[src/rtl/sccb_slave_regfile_if.sv]
// SCCB pin pair plus the register-file write report and debug read port of the responder.
interface sccb_slave_regfile_if;
    localparam int unsigned DW = 8;

    logic          scl_in;
    logic          sda_in;
    logic          sda_oe;
    logic          wr_strobe;
    logic [DW-1:0] wr_addr;
    logic [DW-1:0] wr_data;
    logic          busy;
    logic [DW-1:0] dbg_addr;
    logic [DW-1:0] dbg_data;

    modport slave (
        input  scl_in, sda_in, dbg_addr,
        output sda_oe, wr_strobe, wr_addr, wr_data, busy, dbg_data
    );

    modport master (
        output scl_in, sda_in, dbg_addr,
        input  sda_oe, wr_strobe, wr_addr, wr_data, busy, dbg_data
    );
endinterface

[src/rtl/sccb_slave_regfile.sv]
// SCCB/I2C responder backed by a 256 x 8 register file; stands in for the camera
// so the sensor configuration path can run without a real sensor attached.
module sccb_slave_regfile #(
    parameter logic [7:0] DEVICE_ID = 8'h42
) (
    input  logic                       clk,
    input  logic                       rst,
    sccb_slave_regfile_if.slave        bus
);
    localparam int unsigned DW    = 8;
    localparam int unsigned DEPTH = 256;
    localparam int unsigned BCW   = 4;

    typedef enum logic [3:0] {
        S_IDLE,
        S_ID,
        S_ID_ACK,
        S_SUB,
        S_SUB_ACK,
        S_WDATA,
        S_WDATA_ACK,
        S_RDATA,
        S_RD_ACK,
        S_WAIT_STOP
    } state_t;

    state_t         state_q, state_d;
    logic [BCW-1:0] bit_cnt_q, bit_cnt_d;
    logic [DW-2:0]  shift_q, shift_d;
    logic [DW-1:0]  ptr_q, ptr_d;
    logic [DW-1:0]  rd_byte_q, rd_byte_d;
    logic           rd_mode_q, rd_mode_d;
    logic           sda_oe_q, sda_oe_d;
    logic           busy_q, busy_d;
    logic           wr_strobe_q, wr_strobe_d;
    logic [DW-1:0]  wr_addr_q, wr_addr_d;
    logic [DW-1:0]  wr_data_q, wr_data_d;
    logic [DW-1:0]  regs_q [DEPTH];

    logic scl_s1_q, scl_s2_q, scl_d_q;
    logic sda_s1_q, sda_s2_q, sda_d_q;

    logic          scl_rise_c, scl_fall_c, start_c, stop_c, reg_we_c;
    logic [DW-1:0] rx_byte_c, cur_byte_c;
    logic [2:0]    rd_idx_c;

    // Two-flop synchronizers plus one history flop for edge detection; idle bus is high.
    always_ff @(posedge clk or posedge rst) begin
        if (rst) begin
            scl_s1_q <= 1'b1;
            scl_s2_q <= 1'b1;
            scl_d_q  <= 1'b1;
            sda_s1_q <= 1'b1;
            sda_s2_q <= 1'b1;
            sda_d_q  <= 1'b1;
        end else begin
            scl_s1_q <= bus.scl_in;
            scl_s2_q <= scl_s1_q;
            scl_d_q  <= scl_s2_q;
            sda_s1_q <= bus.sda_in;
            sda_s2_q <= sda_s1_q;
            sda_d_q  <= sda_s2_q;
        end
    end

    assign scl_rise_c = scl_s2_q & ~scl_d_q;
    assign scl_fall_c = ~scl_s2_q & scl_d_q;
    assign start_c    = scl_s2_q & scl_d_q & sda_d_q & ~sda_s2_q;
    assign stop_c     = scl_s2_q & scl_d_q & ~sda_d_q & sda_s2_q;
    assign rx_byte_c  = {shift_q, sda_s2_q};
    assign cur_byte_c = regs_q[ptr_q];
    assign rd_idx_c   = 3'(4'd7 - bit_cnt_q);

    always_ff @(posedge clk or posedge rst) begin
        if (rst) begin
            state_q     <= S_IDLE;
            bit_cnt_q   <= '0;
            shift_q     <= '0;
            ptr_q       <= '0;
            rd_byte_q   <= '0;
            rd_mode_q   <= 1'b0;
            sda_oe_q    <= 1'b0;
            busy_q      <= 1'b0;
            wr_strobe_q <= 1'b0;
            wr_addr_q   <= '0;
            wr_data_q   <= '0;
        end else begin
            state_q     <= state_d;
            bit_cnt_q   <= bit_cnt_d;
            shift_q     <= shift_d;
            ptr_q       <= ptr_d;
            rd_byte_q   <= rd_byte_d;
            rd_mode_q   <= rd_mode_d;
            sda_oe_q    <= sda_oe_d;
            busy_q      <= busy_d;
            wr_strobe_q <= wr_strobe_d;
            wr_addr_q   <= wr_addr_d;
            wr_data_q   <= wr_data_d;
        end
    end

    // Bus protocol FSM; START/STOP override any bit activity in every state.
    always_comb begin
        state_d     = state_q;
        bit_cnt_d   = bit_cnt_q;
        shift_d     = shift_q;
        ptr_d       = ptr_q;
        rd_byte_d   = rd_byte_q;
        rd_mode_d   = rd_mode_q;
        sda_oe_d    = sda_oe_q;
        busy_d      = busy_q;
        wr_strobe_d = 1'b0;
        wr_addr_d   = wr_addr_q;
        wr_data_d   = wr_data_q;
        reg_we_c    = 1'b0;

        if (start_c) begin
            state_d   = S_ID;
            bit_cnt_d = '0;
            sda_oe_d  = 1'b0;
            busy_d    = 1'b1;
        end else if (stop_c) begin
            state_d   = S_IDLE;
            bit_cnt_d = '0;
            sda_oe_d  = 1'b0;
            busy_d    = 1'b0;
        end else begin
            case (state_q)
                S_IDLE: begin
                    sda_oe_d = 1'b0;
                end

                S_ID, S_SUB, S_WDATA: begin
                    if (scl_rise_c) begin
                        shift_d   = rx_byte_c[DW-2:0];
                        bit_cnt_d = bit_cnt_q + 4'd1;
                        if (bit_cnt_q == 4'd7) begin
                            bit_cnt_d = '0;
                            if (state_q == S_ID) begin
                                if (rx_byte_c == DEVICE_ID) begin
                                    rd_mode_d = 1'b0;
                                    state_d   = S_ID_ACK;
                                end else if (rx_byte_c == (DEVICE_ID | 8'h01)) begin
                                    rd_mode_d = 1'b1;
                                    state_d   = S_ID_ACK;
                                end else begin
                                    state_d   = S_WAIT_STOP;
                                end
                            end else if (state_q == S_SUB) begin
                                ptr_d   = rx_byte_c;
                                state_d = S_SUB_ACK;
                            end else begin
                                reg_we_c    = 1'b1;
                                wr_strobe_d = 1'b1;
                                wr_addr_d   = ptr_q;
                                wr_data_d   = rx_byte_c;
                                ptr_d       = ptr_q + 8'd1;
                                state_d     = S_WDATA_ACK;
                            end
                        end
                    end
                end

                // Ack slot: bit_cnt 0 waits for the fall after bit 8, 1 holds SDA low.
                S_ID_ACK, S_SUB_ACK, S_WDATA_ACK: begin
                    if (scl_fall_c) begin
                        if (bit_cnt_q == 4'd0) begin
                            sda_oe_d  = 1'b1;
                            bit_cnt_d = 4'd1;
                        end else begin
                            sda_oe_d  = 1'b0;
                            bit_cnt_d = '0;
                            if (state_q == S_ID_ACK && rd_mode_q) begin
                                rd_byte_d = cur_byte_c;
                                sda_oe_d  = ~cur_byte_c[7];
                                bit_cnt_d = 4'd1;
                                state_d   = S_RDATA;
                            end else if (state_q == S_ID_ACK) begin
                                state_d = S_SUB;
                            end else begin
                                state_d = S_WDATA;
                            end
                        end
                    end
                end

                S_RDATA: begin
                    if (scl_fall_c) begin
                        if (bit_cnt_q == 4'd0) begin
                            rd_byte_d = cur_byte_c;
                            sda_oe_d  = ~cur_byte_c[7];
                            bit_cnt_d = 4'd1;
                        end else if (bit_cnt_q == 4'd8) begin
                            sda_oe_d  = 1'b0;
                            ptr_d     = ptr_q + 8'd1;
                            bit_cnt_d = '0;
                            state_d   = S_RD_ACK;
                        end else begin
                            sda_oe_d  = ~rd_byte_q[rd_idx_c];
                            bit_cnt_d = bit_cnt_q + 4'd1;
                        end
                    end
                end

                S_RD_ACK: begin
                    if (scl_rise_c) begin
                        state_d = sda_s2_q ? S_WAIT_STOP : S_RDATA;
                    end
                end

                S_WAIT_STOP: begin
                    sda_oe_d = 1'b0;
                end

                default: begin
                    state_d  = S_IDLE;
                    sda_oe_d = 1'b0;
                end
            endcase
        end
    end

    // Register file, written on the same edge that raises wr_strobe.
    always_ff @(posedge clk or posedge rst) begin
        if (rst) begin
            for (int unsigned i = 0; i < DEPTH; i++) begin
                regs_q[8'(i)] <= '0;
            end
        end else if (reg_we_c) begin
            regs_q[ptr_q] <= rx_byte_c;
        end
    end

    assign bus.sda_oe    = sda_oe_q;
    assign bus.wr_strobe = wr_strobe_q;
    assign bus.wr_addr   = wr_addr_q;
    assign bus.wr_data   = wr_data_q;
    assign bus.busy      = busy_q;
    assign bus.dbg_data  = regs_q[bus.dbg_addr];

endmodule

[src/flat_wrapper.sv]
// flat-port wrapper written by rule: the top's interface ports become plain ports
module sccb_slave_regfile_flat 
#(
    parameter logic [7:0] DEVICE_ID = 8'h42
)
  (clk, rst, bus_scl_in, bus_sda_in, bus_dbg_addr, bus_sda_oe, bus_wr_strobe, bus_wr_addr, bus_wr_data, bus_busy, bus_dbg_data);
  sccb_slave_regfile_if bus_i ();
  input  logic clk;
  input  logic rst;
  input wire logic [$bits(bus_i.scl_in)-1:0] bus_scl_in;
  input wire logic [$bits(bus_i.sda_in)-1:0] bus_sda_in;
  input wire logic [$bits(bus_i.dbg_addr)-1:0] bus_dbg_addr;
  output wire logic [$bits(bus_i.sda_oe)-1:0] bus_sda_oe;
  output wire logic [$bits(bus_i.wr_strobe)-1:0] bus_wr_strobe;
  output wire logic [$bits(bus_i.wr_addr)-1:0] bus_wr_addr;
  output wire logic [$bits(bus_i.wr_data)-1:0] bus_wr_data;
  output wire logic [$bits(bus_i.busy)-1:0] bus_busy;
  output wire logic [$bits(bus_i.dbg_data)-1:0] bus_dbg_data;
  assign bus_i.scl_in = bus_scl_in;
  assign bus_i.sda_in = bus_sda_in;
  assign bus_i.dbg_addr = bus_dbg_addr;
  assign bus_sda_oe = bus_i.sda_oe;
  assign bus_wr_strobe = bus_i.wr_strobe;
  assign bus_wr_addr = bus_i.wr_addr;
  assign bus_wr_data = bus_i.wr_data;
  assign bus_busy = bus_i.busy;
  assign bus_dbg_data = bus_i.dbg_data;
  sccb_slave_regfile #(.DEVICE_ID(DEVICE_ID)) u_core (.clk(clk), .rst(rst), .bus(bus_i));
endmodule
[config.mk]
export PLATFORM = sky130hd
export DESIGN_NAME = sccb_slave_regfile_flat
export DESIGN_NICKNAME = d
export VERILOG_FILES = /design/src/rtl/sccb_slave_regfile_if.sv /design/src/rtl/sccb_slave_regfile.sv /design/src/flat_wrapper.sv
export SDC_FILE = /design/constraint.sdc
export NUM_CORES = 2
export LEC_CHECK = 0
export CORE_MARGIN = 2
export CORE_UTILIZATION = 55
export CTS_CLUSTER_SIZE = 28
export DETAILED_ROUTE_END_ITERATION = 7
export MAX_ROUTING_LAYER = met4
export PLACE_DENSITY_LB_ADDON = 0.2
export SYNTH_ARGS = -nofsm -noshare
export SYNTH_HDL_FRONTEND = slang
export SYNTH_SLANG_ARGS = --single-unit
[constraint.sdc]
create_clock -name clk -period 189 [get_ports clk]
set_clock_uncertainty 0.2 [all_clocks]
set_input_delay 37.8 -clock clk [delete_from_list [all_inputs] [get_ports clk]]
set_output_delay 37.8 -clock clk [all_outputs]
set_load 0.1 [all_outputs]
==> results.txt <==
min-delay worst type -> flop to flop
data required time of the worst path -> 151.00 ns
P_leak -> 55.1 nW
worst-margin pin slew -> 1.35 ns
syn nets -> 7096
dpl hpwl -> 235 mm
pre-CTS setup slack -> 106.60 ns
Starting Density -> 0.553
1st-pass router iterations -> 8
setup TNS -> 0 ns
CTS buffer count -> 223
final net count -> 6911
CTS H-tree lvls -> 4
crit path DAT -> 44.37 ns
share of layout cells above drive strength 1 -> 0.528
Clk Latency, worst-skew pair -> 0.89 ns
Crit Path Class -> input pin to primary output
maximum capacitance violations -> 0
top cells by instance count after synthesis -> dfrtp_1 (2099), mux2_2 (1892), mux4_2 (1247)
r2r worst-path depth -> 11
top_reg_cell synth -> dfrtp_1
fmax -> 12.1 MHz
clock slew at reported path FFs -> 0.06 ns
pin count of the biggest net entering global routing -> 193
async set-reset flop share out of synthesis -> 1.00
first-pass GRT wire length -> 520 mm
pwr/cell area -> 9.43 nW/um^2
Synth area leaders -> dfrtp_1 (47%), mux4_2 (25%), mux2_2 (19%)
via count -> 70400
num ports -> 39
Syn Area/Cell -> 15.8 um^2
clock sinks -> 2105
Hold Crit Depth -> 0
FP Rows -> 165
CTS root buf -> clkbuf_16
count leader, synth -> dfrtp_1
Via-to-Cell Ratio -> 7.21
status -> complete, but fails checks
Routed Antenna Nets -> 0
DRC viols -> 2
Crit. End Element -> primary output
First DRT Iteration DRCs -> 8416
failing checks -> design-rule violations
initial antenna violation count -> 16
grt ovf -> 0
Tmin final -> 82.37 ns
hold buffers post-CTS -> 0
WL per Instance -> 36.6 um
RSZ-0062 raised after global routing -> no
die span in x -> 455 um
Routability Congestion -> 0.972
IO Port Bufs -> 38
top-area cell type share of the netlist area -> 0.470
# resized after CTS -> 0
Pins Over Slew Limit -> 0
relative slew slack -> 0.0998
number of synthesized flops with an enable pin -> 0
worst-case clock buffer depth -> 3
GRT Resource Usage Total -> 0.362
Post-Syn Area -> 112000 um^2
CP Max Fanout -> 69
Core ar. -> 202000 um^2
sequential fraction of the synthesis area -> 0.471
Synth Instances -> 7078
Die H -> 455 um
area leader, netlist -> dfrtp_1
full die area -> 207000 um^2
post-synthesis register bit count -> 2105
number of setup buffers added after CTS -> 0
vias in the first global route -> 70900
Layout area overhead -> 9.36%
Final Hold Fails -> 0
final worst setup slack -> 106.63 ns
Yosys cell types -> 75
WL final -> 358 mm
startpoint types -> input pin
Yosys Warn Count -> 0
setup violators final -> 0
Tcrit/Tclk final -> 0.436
CTS tree -> yes
Max VDD drop -> 0.0110 mV
==> worst max-delay path, stage by stage <==
cell             delay (ns)
buf_8                  0.62
buf_4                  0.60
buf_4                  0.74
buf_4                  0.62
mux4_2                 0.57
mux4_2                 0.54
mux4_2                 0.62
a22oi_1                0.62
nand2_1                0.40
clkdlybuf4s50_1        1.07
==> state kept, by name, summed over array words and instances (netlist names), 4 cells and up <==
register	count
u_core.state_q	4
u_core.ptr_q	8
u_core.shift_q	7
u_core.bus.wr_data	8
u_core.bit_cnt_q	4
u_core.rd_byte_q	8
u_core.bus.wr_addr	8
u_core.regs_q	2048
==> final timing paths <==
kind                                  from                    end  slack [ns]
max                        bus_dbg_addr[0]        bus_dbg_data[0]      106.63
min                        u_core.scl_s1_q        u_core.scl_s2_q        0.16
max reg2reg                u_core.ptr_q[1]    u_core.rd_byte_q[3]      182.38
min reg2reg                u_core.scl_s1_q        u_core.scl_s2_q        0.16
max in group asynchronous              rst  u_core.bus.wr_addr[6]      146.24
min in group asynchronous              rst    u_core.regs_q[1963]       37.24
==> logic make-up (layout without fill, tap and decap cells) <==
logic type,after synthesis,count (layout),share of synthesized area
buf+inv,620,632,0.0238
compound gates,311,311,0.0175
mux,3328,3328,0.459
fa+ha+maj,6,6,0.000671
xor+xnor,3,3,0.000235
simple gates,705,705,0.0272
other cells,0,14,0
flops,2105,2105,0.471
==> routing by layer <==
layer,GRT usage,vias up,wire length [um]
met4,0.171,0,20300
met5,-,-,0
met2,0.524,3577,165000
met3,0.0899,875,34000
met1,0.484,38600,139000
li1,-,27400,-
==> cells in the final DEF (no fill, tap or decap), types with 6 or more instances in the layout <==
master and count:
o21ai_1 6, clkbuf_16 224, clkinvlp_4 7, a21oi_1 42, inv_16 7, a22o_1 8
nor2b_1 16, mux4_2 1247, nor3_1 20, a211oi_1 10, mux2_1 80, and3_1 8
nand3_1 37, clkinv_2 57, ha_1 6, nand2b_1 8, buf_4 150, mux2_2 1892
clkbuf_8 52, o22ai_1 8, inv_1 6, o32ai_1 6, a221oi_1 7, dfrtp_1 2086
a31oi_1 9, dfrtp_4 11, nor2_2 18, clkdlybuf4s50_1 32, nand2_1 384, buf_12 11
o21ai_0 126, diode_2 14, bufinv_16 27, mux2i_1 109, and2_1 18, clkbuf_1 39
nand4_1 11, a22oi_1 47, nor2_1 149
==> layout make-up <==
cell class / instances / area, um^2
Fill cell: 15000 / 79800
Inverter: 11 / 50.0
Timing Repair Buffer: 199 / 1730
Multi-Input combinational cell: 4353 / 56500
Tap cell: 2672 / 3340
Antenna cell: 14 / 35.0
Sequential cell: 2105 / 52700
Clock inverter: 107 / 1420
Clock buffer: 315 / 6470
==> report_power, final <==
part	internal (mW)	switching, mW
clock network	0.276	0.195
registers	0.453	0.0170
logic	0.0671	0.144
total	0.797	0.356
==> through the flow <==
stage	area, um^2	util	cells	power (mW)	hold slack, ns
2_1_floorplan	112000	-	7078	0.624	0.145
3_3_place_gp	114000	0.566	9340	0.687	0.150
3_5_place_dp	114000	0.566	9340	0.689	0.150
4_1_cts	122000	0.605	9762	1.16	0.165
5_1_grt	122000	0.605	9773	1.19	0.170
6_report	122000	0.605	9776	1.15	0.161
No activity file was read; power rests on OpenSTA's default activity.
